<file path="src/rtl/uart_apb_pkg.sv">
// ---------------------------------------------------------------------------
// uart_apb_pkg
// Shared definitions for the UART-to-APB bridge: command codes received from
// the host, status codes returned to it, and the state encodings of the
// frame/bus FSM and of the response transmitter.
// ---------------------------------------------------------------------------
package uart_apb_pkg;

    // Command bytes that open a frame
    localparam logic [7:0] CMD_WRITE = 8'h57;
    localparam logic [7:0] CMD_READ  = 8'h52;

    // First byte of every response
    localparam logic [7:0] STS_OK      = 8'h00;
    localparam logic [7:0] STS_SLVERR  = 8'h01;
    localparam logic [7:0] STS_TIMEOUT = 8'h02;

    // Frame decode / APB sequencing FSM
    typedef enum logic [2:0] {
        ST_IDLE,
        ST_ADDR,
        ST_WDATA,
        ST_SETUP,
        ST_ACCESS,
        ST_RESP
    } state_e;

    // Response transmitter FSM
    typedef enum logic [1:0] {
        TX_IDLE,
        TX_START,
        TX_WAIT_LO,
        TX_WAIT_HI
    } tx_state_e;

    function automatic logic is_cmd(input logic [7:0] b);
        return (b == CMD_WRITE) || (b == CMD_READ);
    endfunction

endpackage

</file>
<file path="src/rtl/uart_apb_master_if.sv">
// ---------------------------------------------------------------------------
// uart_apb_master_if
// APB3 bus bundle between the bridge (master) and a peripheral (slave).
//   paddr/psel/penable/pwrite/pwdata : master -> slave
//   prdata/pready/pslverr            : slave  -> master
// ---------------------------------------------------------------------------
interface uart_apb_master_if;
    logic [31:0] paddr;
    logic        psel;
    logic        penable;
    logic        pwrite;
    logic [31:0] pwdata;
    logic [31:0] prdata;
    logic        pready;
    logic        pslverr;

    modport master (
        output paddr, psel, penable, pwrite, pwdata,
        input  prdata, pready, pslverr
    );

    modport slave (
        input  paddr, psel, penable, pwrite, pwdata,
        output prdata, pready, pslverr
    );
endinterface

</file>
<file path="src/rtl/resp_shifter.sv">
// ---------------------------------------------------------------------------
// resp_shifter
// Sends a 1- or 5-byte response, MSB byte first, over a start/done PHY
// handshake.
//   clk, arstn   : clock, asynchronous active-low reset
//   load_i       : one-cycle strobe, latch data_i / nbytes_i (ignored if busy)
//   data_i       : response bytes, first byte in [39:32]
//   nbytes_i     : number of bytes to send (1 or 5)
//   done_tx_i    : PHY transmitter idle
//   byte_tx_o    : byte presented to the PHY
//   start_tx_o   : one-cycle launch strobe for byte_tx_o
//   done_o       : one-cycle strobe after the last byte has completed
// ---------------------------------------------------------------------------
module resp_shifter
    import uart_apb_pkg::*;
(
    input  logic        clk,
    input  logic        arstn,
    input  logic        load_i,
    input  logic [39:0] data_i,
    input  logic [2:0]  nbytes_i,
    input  logic        done_tx_i,
    output logic [7:0]  byte_tx_o,
    output logic        start_tx_o,
    output logic        done_o
);

    tx_state_e   st_q, st_d;
    logic [39:0] sh_q, sh_d;
    logic [2:0]  cnt_q, cnt_d;
    logic [7:0]  byte_q, byte_d;
    logic        start_q, start_d;
    logic        done_q, done_d;

    always_ff @(posedge clk or negedge arstn) begin
        if (!arstn) begin
            st_q    <= TX_IDLE;
            sh_q    <= '0;
            cnt_q   <= '0;
            byte_q  <= '0;
            start_q <= 1'b0;
            done_q  <= 1'b0;
        end else begin
            st_q    <= st_d;
            sh_q    <= sh_d;
            cnt_q   <= cnt_d;
            byte_q  <= byte_d;
            start_q <= start_d;
            done_q  <= done_d;
        end
    end

    always_comb begin
        st_d    = st_q;
        sh_d    = sh_q;
        cnt_d   = cnt_q;
        byte_d  = byte_q;
        start_d = 1'b0;
        done_d  = 1'b0;
        case (st_q)
            TX_IDLE: begin
                if (load_i) begin
                    sh_d  = data_i;
                    cnt_d = nbytes_i;
                    st_d  = TX_START;
                end
            end
            TX_START: begin
                // Launch only into an idle PHY; byte and strobe register together
                if (done_tx_i) begin
                    byte_d  = sh_q[39:32];
                    sh_d    = {sh_q[31:0], 8'h00};
                    cnt_d   = cnt_q - 3'd1;
                    start_d = 1'b1;
                    st_d    = TX_WAIT_LO;
                end
            end
            TX_WAIT_LO: begin
                // The PHY must acknowledge by going busy before we look for idle again
                if (!done_tx_i) begin
                    st_d = TX_WAIT_HI;
                end
            end
            TX_WAIT_HI: begin
                if (done_tx_i) begin
                    if (cnt_q == 3'd0) begin
                        done_d = 1'b1;
                        st_d   = TX_IDLE;
                    end else begin
                        st_d = TX_START;
                    end
                end
            end
            default: st_d = TX_IDLE;
        endcase
    end

    assign byte_tx_o  = byte_q;
    assign start_tx_o = start_q;
    assign done_o     = done_q;

endmodule

</file>
<file path="src/rtl/uart_apb_master.sv">
// ---------------------------------------------------------------------------
// uart_apb_master
// Decodes command frames from a UART byte stream into single APB transfers
// and returns a status (plus read data) over the UART transmitter.
// Frame: cmd (0x57 write / 0x52 read), 4 address bytes MSB first,
//        write only: 4 data bytes MSB first.
// Ports:
//   clk, arstn          : clock, asynchronous active-low reset
//   byte_rx/new_byte_rx : received byte and its one-cycle valid strobe
//   byte_tx/start_tx    : response byte and its one-cycle launch strobe
//   done_tx             : PHY transmitter idle
//   apb                 : APB master bus
// Parameters:
//   INTERBYTE_TIMEOUT   : max clk cycles between bytes of one frame
//   APB_TIMEOUT         : max ACCESS cycles waiting for pready
// ---------------------------------------------------------------------------
module uart_apb_master
    import uart_apb_pkg::*;
#(
    parameter int INTERBYTE_TIMEOUT = 104160,
    parameter int APB_TIMEOUT       = 1024
) (
    input  logic                     clk,
    input  logic                     arstn,
    input  logic [7:0]               byte_rx,
    input  logic                     new_byte_rx,
    output logic [7:0]               byte_tx,
    output logic                     start_tx,
    input  logic                     done_tx,
    uart_apb_master_if.master        apb
);

    // Gap counter must reach INTERBYTE_TIMEOUT+1 to detect the overrun
    localparam int IBW = $clog2(INTERBYTE_TIMEOUT + 2);
    localparam int WTW = $clog2(APB_TIMEOUT + 1);
    localparam logic [IBW-1:0] IB_LIMIT = IBW'(INTERBYTE_TIMEOUT);
    localparam logic [WTW-1:0] WT_LAST  = WTW'(APB_TIMEOUT - 1);

    state_e           state_q, state_d;
    logic [1:0]       bcnt_q, bcnt_d;
    logic [IBW-1:0]   ib_q, ib_d;
    logic [WTW-1:0]   wt_q, wt_d;
    logic [31:0]      paddr_q, paddr_d;
    logic [31:0]      pwdata_q, pwdata_d;
    logic             pwrite_q, pwrite_d;

    logic             rsp_load;
    logic [39:0]      rsp_data;
    logic [2:0]       rsp_nbytes;
    logic             rsp_done;

    always_ff @(posedge clk or negedge arstn) begin
        if (!arstn) begin
            state_q  <= ST_IDLE;
            bcnt_q   <= '0;
            ib_q     <= '0;
            wt_q     <= '0;
            paddr_q  <= '0;
            pwdata_q <= '0;
            pwrite_q <= 1'b0;
        end else begin
            state_q  <= state_d;
            bcnt_q   <= bcnt_d;
            ib_q     <= ib_d;
            wt_q     <= wt_d;
            paddr_q  <= paddr_d;
            pwdata_q <= pwdata_d;
            pwrite_q <= pwrite_d;
        end
    end

    always_comb begin
        state_d    = state_q;
        bcnt_d     = bcnt_q;
        ib_d       = ib_q;
        wt_d       = wt_q;
        paddr_d    = paddr_q;
        pwdata_d   = pwdata_q;
        pwrite_d   = pwrite_q;
        rsp_load   = 1'b0;
        rsp_data   = '0;
        rsp_nbytes = 3'd1;
        case (state_q)
            ST_IDLE: begin
                if (new_byte_rx && is_cmd(byte_rx)) begin
                    pwrite_d = (byte_rx == CMD_WRITE);
                    bcnt_d   = 2'd0;
                    // ib counts cycles elapsed since the last accepted byte
                    ib_d     = IBW'(1);
                    state_d  = ST_ADDR;
                end
            end
            ST_ADDR: begin
                if (ib_q > IB_LIMIT) begin
                    state_d = ST_IDLE;
                end else if (new_byte_rx) begin
                    paddr_d = {paddr_q[23:0], byte_rx};
                    bcnt_d  = bcnt_q + 2'd1;
                    ib_d    = IBW'(1);
                    if (bcnt_q == 2'd3) begin
                        state_d = pwrite_q ? ST_WDATA : ST_SETUP;
                    end
                end else begin
                    ib_d = ib_q + IBW'(1);
                end
            end
            ST_WDATA: begin
                if (ib_q > IB_LIMIT) begin
                    state_d = ST_IDLE;
                end else if (new_byte_rx) begin
                    pwdata_d = {pwdata_q[23:0], byte_rx};
                    bcnt_d   = bcnt_q + 2'd1;
                    ib_d     = IBW'(1);
                    if (bcnt_q == 2'd3) begin
                        state_d = ST_SETUP;
                    end
                end else begin
                    ib_d = ib_q + IBW'(1);
                end
            end
            ST_SETUP: begin
                wt_d    = '0;
                state_d = ST_ACCESS;
            end
            ST_ACCESS: begin
                // Response is built here so read data is taken in the pready cycle
                if (apb.pready) begin
                    rsp_load   = 1'b1;
                    rsp_nbytes = pwrite_q ? 3'd1 : 3'd5;
                    rsp_data   = apb.pslverr ? {STS_SLVERR, 32'h0}
                                             : {STS_OK, apb.prdata};
                    state_d    = ST_RESP;
                end else if (wt_q == WT_LAST) begin
                    rsp_load   = 1'b1;
                    rsp_nbytes = pwrite_q ? 3'd1 : 3'd5;
                    rsp_data   = {STS_TIMEOUT, 32'h0};
                    state_d    = ST_RESP;
                end else begin
                    wt_d = wt_q + WTW'(1);
                end
            end
            ST_RESP: begin
                if (rsp_done) begin
                    state_d = ST_IDLE;
                end
            end
            default: state_d = ST_IDLE;
        endcase
    end

    assign apb.paddr   = paddr_q;
    assign apb.pwdata  = pwdata_q;
    assign apb.pwrite  = pwrite_q;
    assign apb.psel    = (state_q == ST_SETUP) || (state_q == ST_ACCESS);
    assign apb.penable = (state_q == ST_ACCESS);

    resp_shifter u_resp_shifter (
        .clk        (clk),
        .arstn      (arstn),
        .load_i     (rsp_load),
        .data_i     (rsp_data),
        .nbytes_i   (rsp_nbytes),
        .done_tx_i  (done_tx),
        .byte_tx_o  (byte_tx),
        .start_tx_o (start_tx),
        .done_o     (rsp_done)
    );

endmodule
</file>
<file path="src/flat_wrapper.sv">
// flat-port wrapper written by rule: the top's interface ports become plain ports
module uart_apb_master_flat import uart_apb_pkg::*;
#(
    parameter int INTERBYTE_TIMEOUT = 104160,
    parameter int APB_TIMEOUT       = 1024
)
  (clk, arstn, byte_rx, new_byte_rx, byte_tx, start_tx, done_tx, apb_paddr, apb_psel, apb_penable, apb_pwrite, apb_pwdata, apb_prdata, apb_pready, apb_pslverr);
  uart_apb_master_if apb_i ();
  input  logic clk;
  input  logic arstn;
  input  logic [7:0] byte_rx;
  input  logic new_byte_rx;
  output logic [7:0] byte_tx;
  output logic start_tx;
  input  logic done_tx;
  output wire logic [$bits(apb_i.paddr)-1:0] apb_paddr;
  output wire logic [$bits(apb_i.psel)-1:0] apb_psel;
  output wire logic [$bits(apb_i.penable)-1:0] apb_penable;
  output wire logic [$bits(apb_i.pwrite)-1:0] apb_pwrite;
  output wire logic [$bits(apb_i.pwdata)-1:0] apb_pwdata;
  input wire logic [$bits(apb_i.prdata)-1:0] apb_prdata;
  input wire logic [$bits(apb_i.pready)-1:0] apb_pready;
  input wire logic [$bits(apb_i.pslverr)-1:0] apb_pslverr;
  assign apb_paddr = apb_i.paddr;
  assign apb_psel = apb_i.psel;
  assign apb_penable = apb_i.penable;
  assign apb_pwrite = apb_i.pwrite;
  assign apb_pwdata = apb_i.pwdata;
  assign apb_i.prdata = apb_prdata;
  assign apb_i.pready = apb_pready;
  assign apb_i.pslverr = apb_pslverr;
  uart_apb_master #(.INTERBYTE_TIMEOUT(INTERBYTE_TIMEOUT), .APB_TIMEOUT(APB_TIMEOUT)) u_core (.clk(clk), .arstn(arstn), .byte_rx(byte_rx), .new_byte_rx(new_byte_rx), .byte_tx(byte_tx), .start_tx(start_tx), .done_tx(done_tx), .apb(apb_i));
endmodule
</file>
<file path="config.mk">
export PLATFORM = sky130hd
export DESIGN_NAME = uart_apb_master_flat
export DESIGN_NICKNAME = d
export VERILOG_FILES = /design/src/rtl/uart_apb_pkg.sv /design/src/rtl/uart_apb_master_if.sv /design/src/rtl/resp_shifter.sv /design/src/rtl/uart_apb_master.sv /design/src/flat_wrapper.sv
export SDC_FILE = /design/constraint.sdc
export NUM_CORES = 1
export LEC_CHECK = 0
export CAP_MARGIN = 20
export CORE_UTILIZATION = 48
export DETAILED_ROUTE_END_ITERATION = 8
export PLACE_DENSITY = 0.85
export SYNTH_ARGS = -nofsm -noshare
export SYNTH_HDL_FRONTEND = slang
export SYNTH_SLANG_ARGS = --single-unit
</file>
<file path="constraint.sdc">
create_clock -name clk -period 2.69 [get_ports clk]
set_clock_uncertainty 0.05 [all_clocks]
set_input_delay 0.6725 -clock clk [delete_from_list [all_inputs] [get_ports clk]]
set_output_delay 0.6725 -clock clk [all_outputs]
set_load 0.05 [all_outputs]
</file>
* Yosys cells after proc, flatten, opt, wreduce, memory -nomap -nowiden
Cells that the tools add are included.
Storage, ports and cells: flip-flop bits (word level) 153, latch bits 0, bits in writable memories 0, ROM bits 0, input port bits 46, output and inout port bits 76, logic and storage cells 117, memories 0
Cells by class: add/sub/neg operators 4, multiply operators 0, divide/modulo/power cells 0, order comparisons 1, equality and inequality tests 27, shift operators 0, mux-type cells 51, bitwise operators 1, reductions and logical operators 20
Operator list (number):
- $mux W40 | 4
- $pmux W40 S2 | 1
- $mux W17 | 3
- $mux W3 | 16
- $mux W34 | 1
- $pmux W17 S2 | 1
- $mux W33 | 1
- $mux W11 | 2
- $pmux W11 S2 | 1
- $pmux W3 S6 | 1
- $add A17 B1 Y17 const B | 1
- $gt A17 B17 Y1 const B | 1
- $eq A8 B7 Y1 const B | 2
- $reduce_and A3 Y1 | 5
- $mux W2 | 7
- $ne A2 B2 Y1 const B | 7
- $add A11 B1 Y11 const B | 1
- $eq A11 B10 Y1 const B | 1
- $mux W1 | 10
- $ne A3 B1 Y1 const B | 3
- $pmux W2 S4 | 1
- $reduce_and A4 Y1 | 2
- $reduce_and A7 Y1 | 1
- $eq A2 B2 Y1 const B | 3
- other kinds (18) | 28

* Logic depth before layout (Yosys ltp)
depth in word-level cells 6, gate-level depth with buffers 9, depth with buffers taken out 7

* Modules after synthesis
From an unflattened synthesis, not the netlist that was laid out.
Second synthesis, totals: cell total of the unflattened synthesis 612, area, all modules 7587.3 sq um
Modules (own cells, without submodules):
- uart_apb_master | instances 1, cells an instance 412, area an instance 4877.2 sq um, seq. area each 2452.4 sq um
- resp_shifter | instances 1, cells an instance 200, area an instance 2710.1 sq um, seq. area each 1376.3 sq um

* Worst setup path after synthesis
OpenSTA, ideal clock, no wires.
kind reg-to-reg, from register u_core.ib_q[13], to register u_core.pwdata_q[0], in the netlist u_core.apb.pwdata[0], library setup time 0.125 ns, arrival time 2.452 ns, data required time 2.515 ns, setup slack 0.062 ns, cell stages (with the launch flop) 7, path buffers 1, clock period less this slack 2.628 ns, path through dfrtp_1 > or4b_4 > or4_4 > a211oi_2 > nand3_2 > buf_6 > mux2_4
On the way: longest elaborated chain between the ends 3
RTL lines:
- start, declared | line uart_apb_master.sv:41 | logic [IBW-1:0] ib_q, ib_d;
- start signal, assigned | line uart_apb_master.sv:64 | ib_q <= ib_d;
- $gt A17 B17 Y1 | line uart_apb_master.sv:108 | if (ib_q > IB_LIMIT) begin
- $not A1 Y1 (no line)
- $reduce_and A3 Y1 (no line)
- end signal, assigned | line uart_apb_master.sv:67 | pwdata_q <= pwdata_d;
- end, declared | line uart_apb_master.sv:44 | logic [31:0] pwdata_q, pwdata_d;
Every way passes these cells. A chain may end at the register's enable or synchronous reset.

* Worst setup path after layout
from register u_core.ib_q[3], to register u_core.pwdata_q[27], in the netlist u_core.apb.pwdata[27]
The elaborated chain is that of the path after synthesis.

==> summary.txt <==
Status
  • Status: complete, no violations

Cells and area
  • Post-Route Utilization: 0.662
  • Post-Layout Cell Count: 944
  • Fin nets: 808
  • Final instance area: 9250 um2
  • Area Growth Syn to Fin: 33.2%
  • Layout cells sized above 1: 0.216
  • ANT cells: 0
  • Fillers: 1026

CTS
  • # clock sinks: 153
  • CTS Buf Count: 17
  • CTS tree: done
  • Reg clk slew, reported paths: 60 ps
  • Root Driver: clkbuf_16
  • Hold-fix buffers at CTS: 0
  • Clock Latency Late Sink: 430 ps
  • Clk buf depth: 2
  • CTS H-tree depth: 4

GRT
  • Vias in the first global route: 5260
  • Largest net degree at the start of global routing: 51
  • Total congestion overflow: 0
  • Initial antenna violation count: 0
  • First-pass GRT wire length: 26.0 mm
  • Total GRT Usage: 0.226

Die
  • CORE AREA: 14000 um2
  • Number of I/O pins: 122
  • Die Ht: 122 um
  • Initial Util: 0.497
  • Num rows: 43
  • Die area: 15000 um2
  • Die X: 122 um

Synthesis
  • Flops & latches, synth: 153
  • Net count after synthesis: 661
  • Sequential share of the synthesized area: 0.551
  • Post-synth ARST share: 1.00
  • EDFF count, synth: 0
  • Syn Inst Count: 604
  • Distinct cell type count after synthesis: 60
  • Syn avg cell area: 11.5 um2
  • Ys Warns: 0
  • Cell area after synthesis: 6950 um2
  • Ys flop type: dfrtp_1

Critical path
  • Slowest CP cell: or4_4
  • Reg2Reg Depth: 6
  • Crit path kind: reg2reg
  • Worst-path cell chain: or4bb_1 > or4_4 > a211oi_4 > nand3_2 > buf_12 > mux2_4
  • Crit path required time: 2950 ps
  • Arrival time worst endpoint: 2900 ps
  • R2R Setup Slk: 50 ps
  • Crit path capture type: register
  • CP Launch Type: register
  • CP max FO: 32
  • Crit path largest cell delay: 580 ps

Place
  • Placed cell count: 912
  • Port bufs: 121
  • HPWL Detailed: 11.0 mm
  • Final RePlAce weighted congestion: 0.839
  • DP Worst Slack: -105 ps
  • Placed cell areas: 8630 um2

Routing
  • Final WL: 16.1 mm
  • DR vias: 5329
  • Post-route DRC: 0
  • Vias per cell: 5.65
  • Remaining antenna violation count: 0
  • WL/cell: 17.1 um
  • Pre-Repair DR Iteration Count: 5
  • DR iter-0 viols: 452

Pwr
  • Pleak: 4.09 nW
  • PD cells: 1200 nW/um2
  • Maximum vdd ir drop: 0.000556 V
  • Total power: 11.1 mW

Timing
  • Setup TNS: 0 ps
  • Fmax: 378 MHz
  • Final hold vios: 0
  • Period utilisation layout: 0.983
  • Final Max Slew Viols: 0
  • Setup violations, final: 0
  • Worst hold slack: 129 ps
  • Min Clock Period, post-route: 2640 ps
  • Final WS setup: 45.8 ps
  • Worst-Margin Slew: 932 ps
  • RSZ-0062 raised after global routing: no
  • Relative slew margins: 0.374

Min path
  • HP Class: in2async

Job
  • Total of max-cap violations: 0
-- Yosys cell counts, types with 2 or more instances --
library cell / number / share of area
nand4_1: 8 / 0.0072
a21oi_1: 12 / 0.0086
nor3_1: 8 / 0.0058
nand2_1: 88 / 0.048
a31oi_1: 19 / 0.017
nor2_1: 19 / 0.010
nand3_1: 13 / 0.0094
buf_6: 3 / 0.0049
and3_1: 3 / 0.0027
inv_1: 13 / 0.0070
and4_1: 3 / 0.0038
nor4_1: 5 / 0.0045
nand2b_1: 6 / 0.0054
xnor2_1: 7 / 0.0088
clkbuf_1: 25 / 0.014
mux2i_1: 2 / 0.0029
dfrtp_1: 153 / 0.55
o31ai_1: 2 / 0.0022
nor3b_1: 3 / 0.0032
mux2_2: 45 / 0.073
o21ai_0: 48 / 0.035
o22a_1: 2 / 0.0025
a211o_1: 2 / 0.0025
buf_2: 8 / 0.0058
nor2b_1: 2 / 0.0018
a211oi_1: 3 / 0.0032
a41oi_1: 5 / 0.0063
a22oi_1: 25 / 0.027
nor4b_1: 2 / 0.0025
mux2_4: 30 / 0.065
ha_1: 11 / 0.020
-- cell usage in the layout, fill, tap and decap left out, types with 7 or more instances in the layout --
cell / synthesis / routed
dfrtp_1: 153 / 153
clkdlybuf4s50_1: 0 / 118
nand2_1: 88 / 88
o21ai_0: 48 / 48
mux2_2: 45 / 45
buf_4: 0 / 39
mux2_4: 30 / 30
a22oi_1: 25 / 25
nor2_1: 19 / 19
a31oi_1: 19 / 19
clkbuf_16: 0 / 17
inv_1: 13 / 13
nand3_1: 13 / 13
a21oi_1: 12 / 12
ha_1: 11 / 11
nand4_1: 8 / 8
xnor2_1: 7 / 7
nor3_1: 8 / 7
-- repair_timing --
item	4_1_cts	5_1_grt
gates resized for setup	0	2
buffers inserted	0	0
endpoints found under the setup margin	0	26
-- cells by family after synthesis --
logic type,synth area share
mux,0.141
simple gates,0.123
xor+xnor,0.0101
fa+ha+maj,0.0198
buf+inv,0.0312
compound gates,0.124
flops,0.551
-- area by class of cell --
class	instances	area, um2	share of cell area
multi-input combinational	402	2950	0.318
clock buffer	17	425	0.0460
clock inverter	15	175	0.0189
timing repair buffer	164	1610	0.173
tap	180	225	0.0243
sequential	153	3830	0.414
inverter	13	48.8	0.00527
-- power breakdown --
group          internal (mW)  switching (mW)
clock                   1.46           0.961
sequential              2.93           0.490
combinational           2.05            3.22
-- path summary, 6_finish.rpt --
check                                            endpoint                      startpoint
max                                 u_core.apb.pwdata[27]                  u_core.ib_q[3]
min                                 u_core.apb.pwdata[16]                           arstn
max reg2reg                         u_core.apb.pwdata[27]                  u_core.ib_q[3]
min reg2reg                u_core.u_resp_shifter.sh_q[30]  u_core.u_resp_shifter.sh_q[30]
max in group asynchronous  u_core.u_resp_shifter.sh_q[25]                           arstn
min in group clk           u_core.u_resp_shifter.sh_q[30]  u_core.u_resp_shifter.sh_q[30]
-- metal layers --
metal,part of all wire,global-route usage
met5,0,0
met4,0.019,0.0831
met3,0.047,0.0493
met2,0.52,0.400
met1,0.41,0.270
-- sequential cells by signal (all words and copies together), names as in the netlist --
register,flops
u_core.u_resp_shifter.sh_q,40
u_core.u_resp_shifter.done_o,1
u_core.apb.paddr,32
u_core.state_q,3
u_core.u_resp_shifter.cnt_q,3
u_core.apb.pwdata,32
u_core.u_resp_shifter.st_q,2
u_core.u_resp_shifter.start_tx_o,1
u_core.ib_q,17
u_core.wt_q,11
u_core.u_resp_shifter.byte_tx_o,8
u_core.apb.pwrite,1
u_core.bcnt_q,2
-- critical path: cells and delay by family (launching register included) --
family / cells / cell delay, ps
DFF: 1 / 380
and+or+nand+nor: 3 / 1250
AOI/OAI and AO/OA: 1 / 290
buffers and inverters: 1 / 210
muxes: 1 / 330
(Power assumes the default switching activity.)
